--- src/rtl/alu_flag_unit_pkg.sv ---
// Shared definitions for the ALU flag unit: FSM states, opcode encodings and
// opcode classification helpers.
package alu_flag_unit_pkg;

  typedef enum logic [1:0] {
    ST_IDLE  = 2'd0,
    ST_EXEC  = 2'd1,
    ST_SHIFT = 2'd2,
    ST_DONE  = 2'd3
  } alu_state_t;

  localparam logic [3:0] OP_ADD   = 4'h0;
  localparam logic [3:0] OP_SUB   = 4'h1;
  localparam logic [3:0] OP_AND   = 4'h2;
  localparam logic [3:0] OP_OR    = 4'h3;
  localparam logic [3:0] OP_XOR   = 4'h4;
  localparam logic [3:0] OP_NOT   = 4'h5;
  localparam logic [3:0] OP_PASSA = 4'h6;
  localparam logic [3:0] OP_PASSB = 4'h7;
  localparam logic [3:0] OP_SLL   = 4'h8;
  localparam logic [3:0] OP_SRL   = 4'h9;
  localparam logic [3:0] OP_SRA   = 4'hA;
  localparam logic [3:0] OP_ROL   = 4'hB;
  localparam logic [3:0] OP_ROR   = 4'hC;

  // Rotates only count as shifts when the rotate feature is built in.
  function automatic logic is_shift_op(input logic [3:0] op, input logic rot_en);
    return (op inside {OP_SLL, OP_SRL, OP_SRA}) ||
           (rot_en && (op inside {OP_ROL, OP_ROR}));
  endfunction

  function automatic logic is_legal_op(input logic [3:0] op, input logic rot_en);
    return (op <= OP_PASSB) || is_shift_op(op, rot_en);
  endfunction

endpackage

--- src/rtl/alu_flag_unit_addsub.sv ---
// Combinational adder/subtractor: sum, carry-out (no-borrow on subtract) and
// two's-complement overflow.
module alu_addsub #(
  parameter int DATAWIDTH = 8
) (
  input  logic [DATAWIDTH-1:0] i_a,
  input  logic [DATAWIDTH-1:0] i_b,
  input  logic                 i_sub,
  output logic [DATAWIDTH-1:0] o_sum,
  output logic                 o_carry,
  output logic                 o_overflow
);

  logic [DATAWIDTH-1:0] w_b;

  // Subtract as A + ~B + 1 so the carry-out is the unsigned no-borrow flag.
  assign w_b = i_sub ? ~i_b : i_b;
  assign {o_carry, o_sum} = {1'b0, i_a} + {1'b0, w_b} + {{DATAWIDTH{1'b0}}, i_sub};
  assign o_overflow = (i_a[DATAWIDTH-1] == w_b[DATAWIDTH-1]) &&
                      (o_sum[DATAWIDTH-1] != i_a[DATAWIDTH-1]);

endmodule

--- src/rtl/alu_flag_unit.sv ---
// Multi-cycle ALU with V/N/C/Z flags and a SetCodes strobe for the status register.
// Define ALU_ROTATE_EN to enable ROL/ROR; otherwise those opcodes are illegal.
module alu_flag_unit
  import alu_flag_unit_pkg::*;
#(
  parameter int DATAWIDTH = 8,
  parameter int OPWIDTH   = 4
) (
  input  logic                 ALU_CLOCK_50,
  input  logic                 ALU_ResetInLow_In,
  input  logic                 ALU_Start_In,
  input  logic [OPWIDTH-1:0]   ALU_Op_InBus,
  input  logic [DATAWIDTH-1:0] ALU_DataA_InBus,
  input  logic [DATAWIDTH-1:0] ALU_DataB_InBus,
  input  logic                 ALU_SetCodesReq_In,
  output logic                 ALU_Busy_Out,
  output logic                 ALU_Done_Out,
  output logic [DATAWIDTH-1:0] ALU_Result_OutBus,
  output logic                 ALU_FlagOverflow_Out,
  output logic                 ALU_FlagNegative_Out,
  output logic                 ALU_FlagCarry_Out,
  output logic                 ALU_FlagZero_Out,
  output logic                 ALU_SetCodes_Out
);

  localparam int SHW = $clog2(DATAWIDTH);
`ifdef ALU_ROTATE_EN
  localparam logic ROT_EN = 1'b1;
`else
  localparam logic ROT_EN = 1'b0;
`endif

  alu_state_t           r_state, w_next;
  logic [OPWIDTH-1:0]   r_op;
  logic [DATAWIDTH-1:0] r_a, r_b, r_result;
  logic                 r_req, r_v, r_n, r_c, r_z;
  logic [SHW-1:0]       r_cnt;

  logic [3:0]           w_op4;
  logic                 w_legal, w_shift, w_accept;
  logic [SHW-1:0]       w_amt;
  logic [DATAWIDTH-1:0] w_sum, w_res, w_step;
  logic                 w_cout, w_ovf, w_c, w_v, w_shout;

  assign w_op4    = 4'(r_op);
  assign w_legal  = (OPWIDTH'(w_op4) == r_op) && is_legal_op(w_op4, ROT_EN);
  assign w_shift  = (OPWIDTH'(w_op4) == r_op) && is_shift_op(w_op4, ROT_EN);
  assign w_amt    = r_b[SHW-1:0];
  assign w_accept = (r_state == ST_IDLE) && ALU_Start_In;

  alu_addsub #(.DATAWIDTH(DATAWIDTH)) u_addsub (
    .i_a        (r_a),
    .i_b        (r_b),
    .i_sub      (w_op4 == OP_SUB),
    .o_sum      (w_sum),
    .o_carry    (w_cout),
    .o_overflow (w_ovf)
  );

  // NOTE: every always_comb output gets a default first so no path infers a latch.
  always_comb begin
    w_res = r_a;
    w_c   = 1'b0;
    w_v   = 1'b0;
    case (w_op4)
      OP_ADD, OP_SUB: begin
        w_res = w_sum;
        w_c   = w_cout;
        w_v   = w_ovf;
      end
      OP_AND:   w_res = r_a & r_b;
      OP_OR:    w_res = r_a | r_b;
      OP_XOR:   w_res = r_a ^ r_b;
      OP_NOT:   w_res = ~r_a;
      OP_PASSB: w_res = r_b;
      default:  w_res = r_a;  // PASS A, and any shift by zero
    endcase
  end

  // One bit of shift/rotate per SHIFT cycle; r_a is the working register.
  always_comb begin
    w_step  = r_a;
    w_shout = 1'b0;
    case (w_op4)
      OP_SLL: begin w_step = {r_a[DATAWIDTH-2:0], 1'b0};           w_shout = r_a[DATAWIDTH-1]; end
      OP_SRL: begin w_step = {1'b0, r_a[DATAWIDTH-1:1]};           w_shout = r_a[0];           end
      OP_SRA: begin w_step = {r_a[DATAWIDTH-1], r_a[DATAWIDTH-1:1]}; w_shout = r_a[0];         end
      OP_ROL: begin w_step = {r_a[DATAWIDTH-2:0], r_a[DATAWIDTH-1]}; w_shout = r_a[DATAWIDTH-1]; end
      OP_ROR: begin w_step = {r_a[0], r_a[DATAWIDTH-1:1]};         w_shout = r_a[0];           end
      default: ;
    endcase
  end

  // NOTE: sequential state uses non-blocking assignments so all registers update together.
  always_ff @(posedge ALU_CLOCK_50 or negedge ALU_ResetInLow_In) begin
    if (!ALU_ResetInLow_In) r_state <= ST_IDLE;
    else                    r_state <= w_next;
  end

  always_comb begin
    w_next = r_state;
    case (r_state)
      ST_IDLE:  if (ALU_Start_In) w_next = ST_EXEC;
      ST_EXEC:  w_next = (w_legal && w_shift && (w_amt != '0)) ? ST_SHIFT : ST_DONE;
      ST_SHIFT: if (r_cnt == SHW'(1)) w_next = ST_DONE;
      default:  w_next = ST_IDLE;
    endcase
  end

  always_comb begin
    ALU_Busy_Out     = (r_state != ST_IDLE);
    ALU_Done_Out     = (r_state == ST_DONE);
    ALU_SetCodes_Out = (r_state == ST_DONE) && r_req && w_legal;
  end

  always_ff @(posedge ALU_CLOCK_50 or negedge ALU_ResetInLow_In) begin
    if (!ALU_ResetInLow_In) begin
      r_op     <= '0;
      r_a      <= '0;
      r_b      <= '0;
      r_req    <= 1'b0;
      r_cnt    <= '0;
      r_result <= '0;
      r_v      <= 1'b0;
      r_n      <= 1'b0;
      r_c      <= 1'b0;
      r_z      <= 1'b0;
    end else begin
      if (w_accept) begin
        r_op  <= ALU_Op_InBus;
        r_a   <= ALU_DataA_InBus;
        r_b   <= ALU_DataB_InBus;
        r_req <= ALU_SetCodesReq_In;
      end
      case (r_state)
        ST_EXEC: if (w_legal) begin
          if (w_shift && (w_amt != '0)) begin
            r_cnt <= w_amt;
          end else begin
            r_result <= w_res;
            r_v      <= w_v;
            r_c      <= w_c;
            r_n      <= w_res[DATAWIDTH-1];
            r_z      <= (w_res == '0);
          end
        end
        ST_SHIFT: begin
          r_a   <= w_step;
          r_cnt <= r_cnt - 1'b1;
          if (r_cnt == SHW'(1)) begin
            r_result <= w_step;
            r_v      <= 1'b0;
            r_c      <= w_shout;
            r_n      <= w_step[DATAWIDTH-1];
            r_z      <= (w_step == '0);
          end
        end
        default: ;
      endcase
    end
  end

  assign ALU_Result_OutBus    = r_result;
  assign ALU_FlagOverflow_Out = r_v;
  assign ALU_FlagNegative_Out = r_n;
  assign ALU_FlagCarry_Out    = r_c;
  assign ALU_FlagZero_Out     = r_z;

endmodule
--- config.mk ---
export PLATFORM = sky130hd
export DESIGN_NAME = alu_flag_unit
export DESIGN_NICKNAME = d
export VERILOG_FILES = /design/src/rtl/alu_flag_unit_pkg.sv /design/src/rtl/alu_flag_unit_addsub.sv /design/src/rtl/alu_flag_unit.sv
export SDC_FILE = /design/constraint.sdc
export NUM_CORES = 1
export LEC_CHECK = 0
export CAP_MARGIN = 0
export CORE_ASPECT_RATIO = 0.9
export CORE_UTILIZATION = 25
export CTS_BUF_LIST = sky130_fd_sc_hd__clkbuf_8
export DETAILED_ROUTE_END_ITERATION = 12
export GPL_ROUTABILITY_DRIVEN = 0
export HOLD_SLACK_MARGIN = 0.06
export PLACE_DENSITY = 0.42
export SETUP_SLACK_MARGIN = 0.4
export SKIP_CTS_REPAIR_TIMING = 1
export SYNTH_ARGS = -nofsm -noshare
export SYNTH_HDL_FRONTEND = slang
export SYNTH_SLANG_ARGS = --single-unit
--- constraint.sdc ---
create_clock -name ALU_CLOCK_50 -period 3.43 [get_ports ALU_CLOCK_50]
set_input_delay 0.343 -clock ALU_CLOCK_50 [delete_from_list [all_inputs] [get_ports ALU_CLOCK_50]]
set_output_delay 0.343 -clock ALU_CLOCK_50 [all_outputs]
set_load 0.005 [all_outputs]
==> results.txt <==
Startpoint Class: flop
Post-Place Cells: 586
Final Max Slew Viols: 0
M2 GR Usage: 24.2%
Growth of design area from synthesis to finish: 23.5%
Hold Slack: 0.183 ns
Top cell type's share of synthesized area: 27.7%
Post-synth top flop: dfrtp_1
Setup_tns: 0 ns
Filler Cell Count: 1,380
Worst-path clk slew: 0.08 ns
Min-delay worst type: primary input to asynchronous set/reset pin
Post-synth top area cell: dfrtp_1
Ys Warns: 0
Vias in the first global route: 3,004
Root buffer cell: clkbuf_8
Fin nets: 487
Distinct cells, synth: 63
CP Data Required Time: 3.66 ns
#FFs+latches synth: 37
Longest Clk Path Bufs: 2
Ant diodes: 0
Post-synth EDFFs: 0
First-pass GRT wire length: 17,400 µm
Final ANT Viol Nets: 0
Final setup fails: 0
CP Capture Type: flop
Initial drt markers: 277
Relative slew slack: 35.6%
Clk Latency, worst-skew pair: 0.30 ns
DRT Pass-1 Iters: 7
# Max-Cap Violations: 0
Fin crit period: 2.95 ns
Post-Syn Area: 0.00334 mm²
Register-to-Register Path Depth: 9
Die Width: 124 µm
Final hold vios: 0
Syn Area/Cell: 8.28 µm²
RSZ-0062 raised after global routing: yes
Num rows: 39
Fraction of registers with async set/reset: 100%
Port Buffers: 38
Layout cells sized above 1: 13.9%
Total Wirelength: 10,900 µm
Ports: 39
Final worst path period share: 85.9%
Post-synthesis sequential area ratio: 27.7%
Data arrival time of the worst path: 3.18 ns
Max Freq: 339 MHz
Kind of critical path: flop to flop
Finished Layout Cells: 597
Most Used Layer, Global Route: met1
Layout Utilization: 32.1%
Met3 Use GR: 2.77%
Commonest non-fill, non-tap cells in the layout: dfrtp_1, nand2_1, clkdlybuf4s50_1
WL per Instance: 18.3 µm
Total global routing overflow: 0
Routed vias/inst: 5.17
Largest cells by area after synthesis: dfrtp_1, ha_1, o21ai_0, mux2_2, nand2_1
Clock sinks: 37
Die Span Y: 112 µm
Crit-path max FO: 5
Core area: 0.0128 mm²
Die ar.: 0.0138 mm²
CTS buffer count: 5
Met1 Use GR: 25.0%
DRC viols: 0
Clock Skews: 0.00447 ns
Status: finished clean
Worst-Margin Slew: 0.965 ns
HPWL Detailed: 7780 µm
CTS tree: yes
Via Count: 3,088
H-tree Lvls: 2
Synthesized netlist net count: 457
Mapped Cells: 403
All-Layer GR Usage: 16.4%
Initial Utilization: 26.0%
Pin count of the biggest net entering global routing: 38
Initial antenna violation count: 0
Yosys cell counts (3+ instances only):
master / instances
o21ai_0: 37
ha_1: 29
a222oi_1: 6
nand3b_1: 3
nor2_1: 26
and3_1: 3
a31oi_1: 6
o22ai_1: 9
mux2_2: 15
inv_1: 26
nand2b_1: 8
a21oi_1: 26
clkbuf_1: 17
and2_1: 4
dfrtp_1: 37
o32ai_1: 4
nand2_1: 37
nand4_1: 3
a22o_1: 7
mux2i_1: 4
o21a_1: 6
nor2b_1: 7
nand3_1: 8
a211oi_1: 3
xnor2_1: 11
nor3_1: 5
buf_2: 8
sequential cells by signal, summed over array words and instances, names as in the netlist:
name / cells
r_op: 4
ALU_FlagOverflow_Out: 1
ALU_FlagCarry_Out: 1
r_a: 8
r_req: 1
ALU_Result_OutBus: 8
r_b: 8
r_state: 2
ALU_FlagZero_Out: 1
r_cnt: 3
cell type report:
class | instances | area [µm²] | share of cell area, %
Clock inverter | 1 | 3.75 | 0.0910
Tap cell | 164 | 205 | 4.98
Clock buffer | 6 | 82.6 | 2.00
Sequential cell | 37 | 926 | 22.5
Multi-Input combinational cell | 308 | 2300 | 55.9
Inverter | 27 | 101 | 2.46
Timing Repair Buffer | 54 | 499 | 12.1
metrics by stage:
stage	setup WS [ns]	area (µm²)
2_1_floorplan	0.461	3340
3_3_place_gp	0.339	3860
3_5_place_dp	0.306	3860
4_1_cts	0.287	3950
5_1_grt	0.369	4120
6_report	0.483	4120
critical path: stages (launching register included):
cell      delay (ns)
dfrtp_1         0.38
or4b_4          0.63
xnor2_4         0.21
fa_2            0.46
a221o_1         0.32
o32a_1          0.35
nor2_1          0.09
and4_1          0.20
nand4b_1        0.10
o21ai_1         0.13
kinds of logic (layout without fill, tap and decap cells):
group / count (synthesis) / in the layout / share of synthesized area (%)
AO/OA/AOI/OAI: 130 / 130 / 26.3
AND/OR/NAND/NOR: 117 / 117 / 17.6
buffers and inverters: 58 / 88 / 7.50
flip-flops: 37 / 37 / 27.7
adder cells (fa/ha/maj): 30 / 30 / 11.5
multiplexers: 19 / 19 / 6.26
XOR/XNOR: 12 / 12 / 3.15
final timing paths:
kind / startpoint / slack (ns) / endpoint
hold reg to reg: ALU_Result_OutBus[5]$_DFFE_PN0P_ / 0.49 / ALU_Result_OutBus[5]$_DFFE_PN0P_
hold / removal: ALU_ResetInLow_In / 0.18 / r_b[5]$_DFFE_PN0P_
setup / recovery: r_op[2]$_DFFE_PN0P_ / 0.48 / ALU_FlagZero_Out$_DFFE_PN0P_
setup reg to reg: r_op[2]$_DFFE_PN0P_ / 0.48 / ALU_FlagZero_Out$_DFFE_PN0P_
max in group asynchronous: ALU_ResetInLow_In / 2.64 / r_req$_DFFE_PN0P_
min in group ALU_CLOCK_50: ALU_Result_OutBus[5]$_DFFE_PN0P_ / 0.49 / ALU_Result_OutBus[5]$_DFFE_PN0P_
layer usage:
metal,up-vias,wire [µm]
li1,1527,-
met2,86,4730
met4,0,75
met1,1468,5530
met5,-,0
met3,7,574
Power is left out: the tool's default activity adds up to more than one toggle a clock period on the data nets, which glitch-free logic cannot reach.
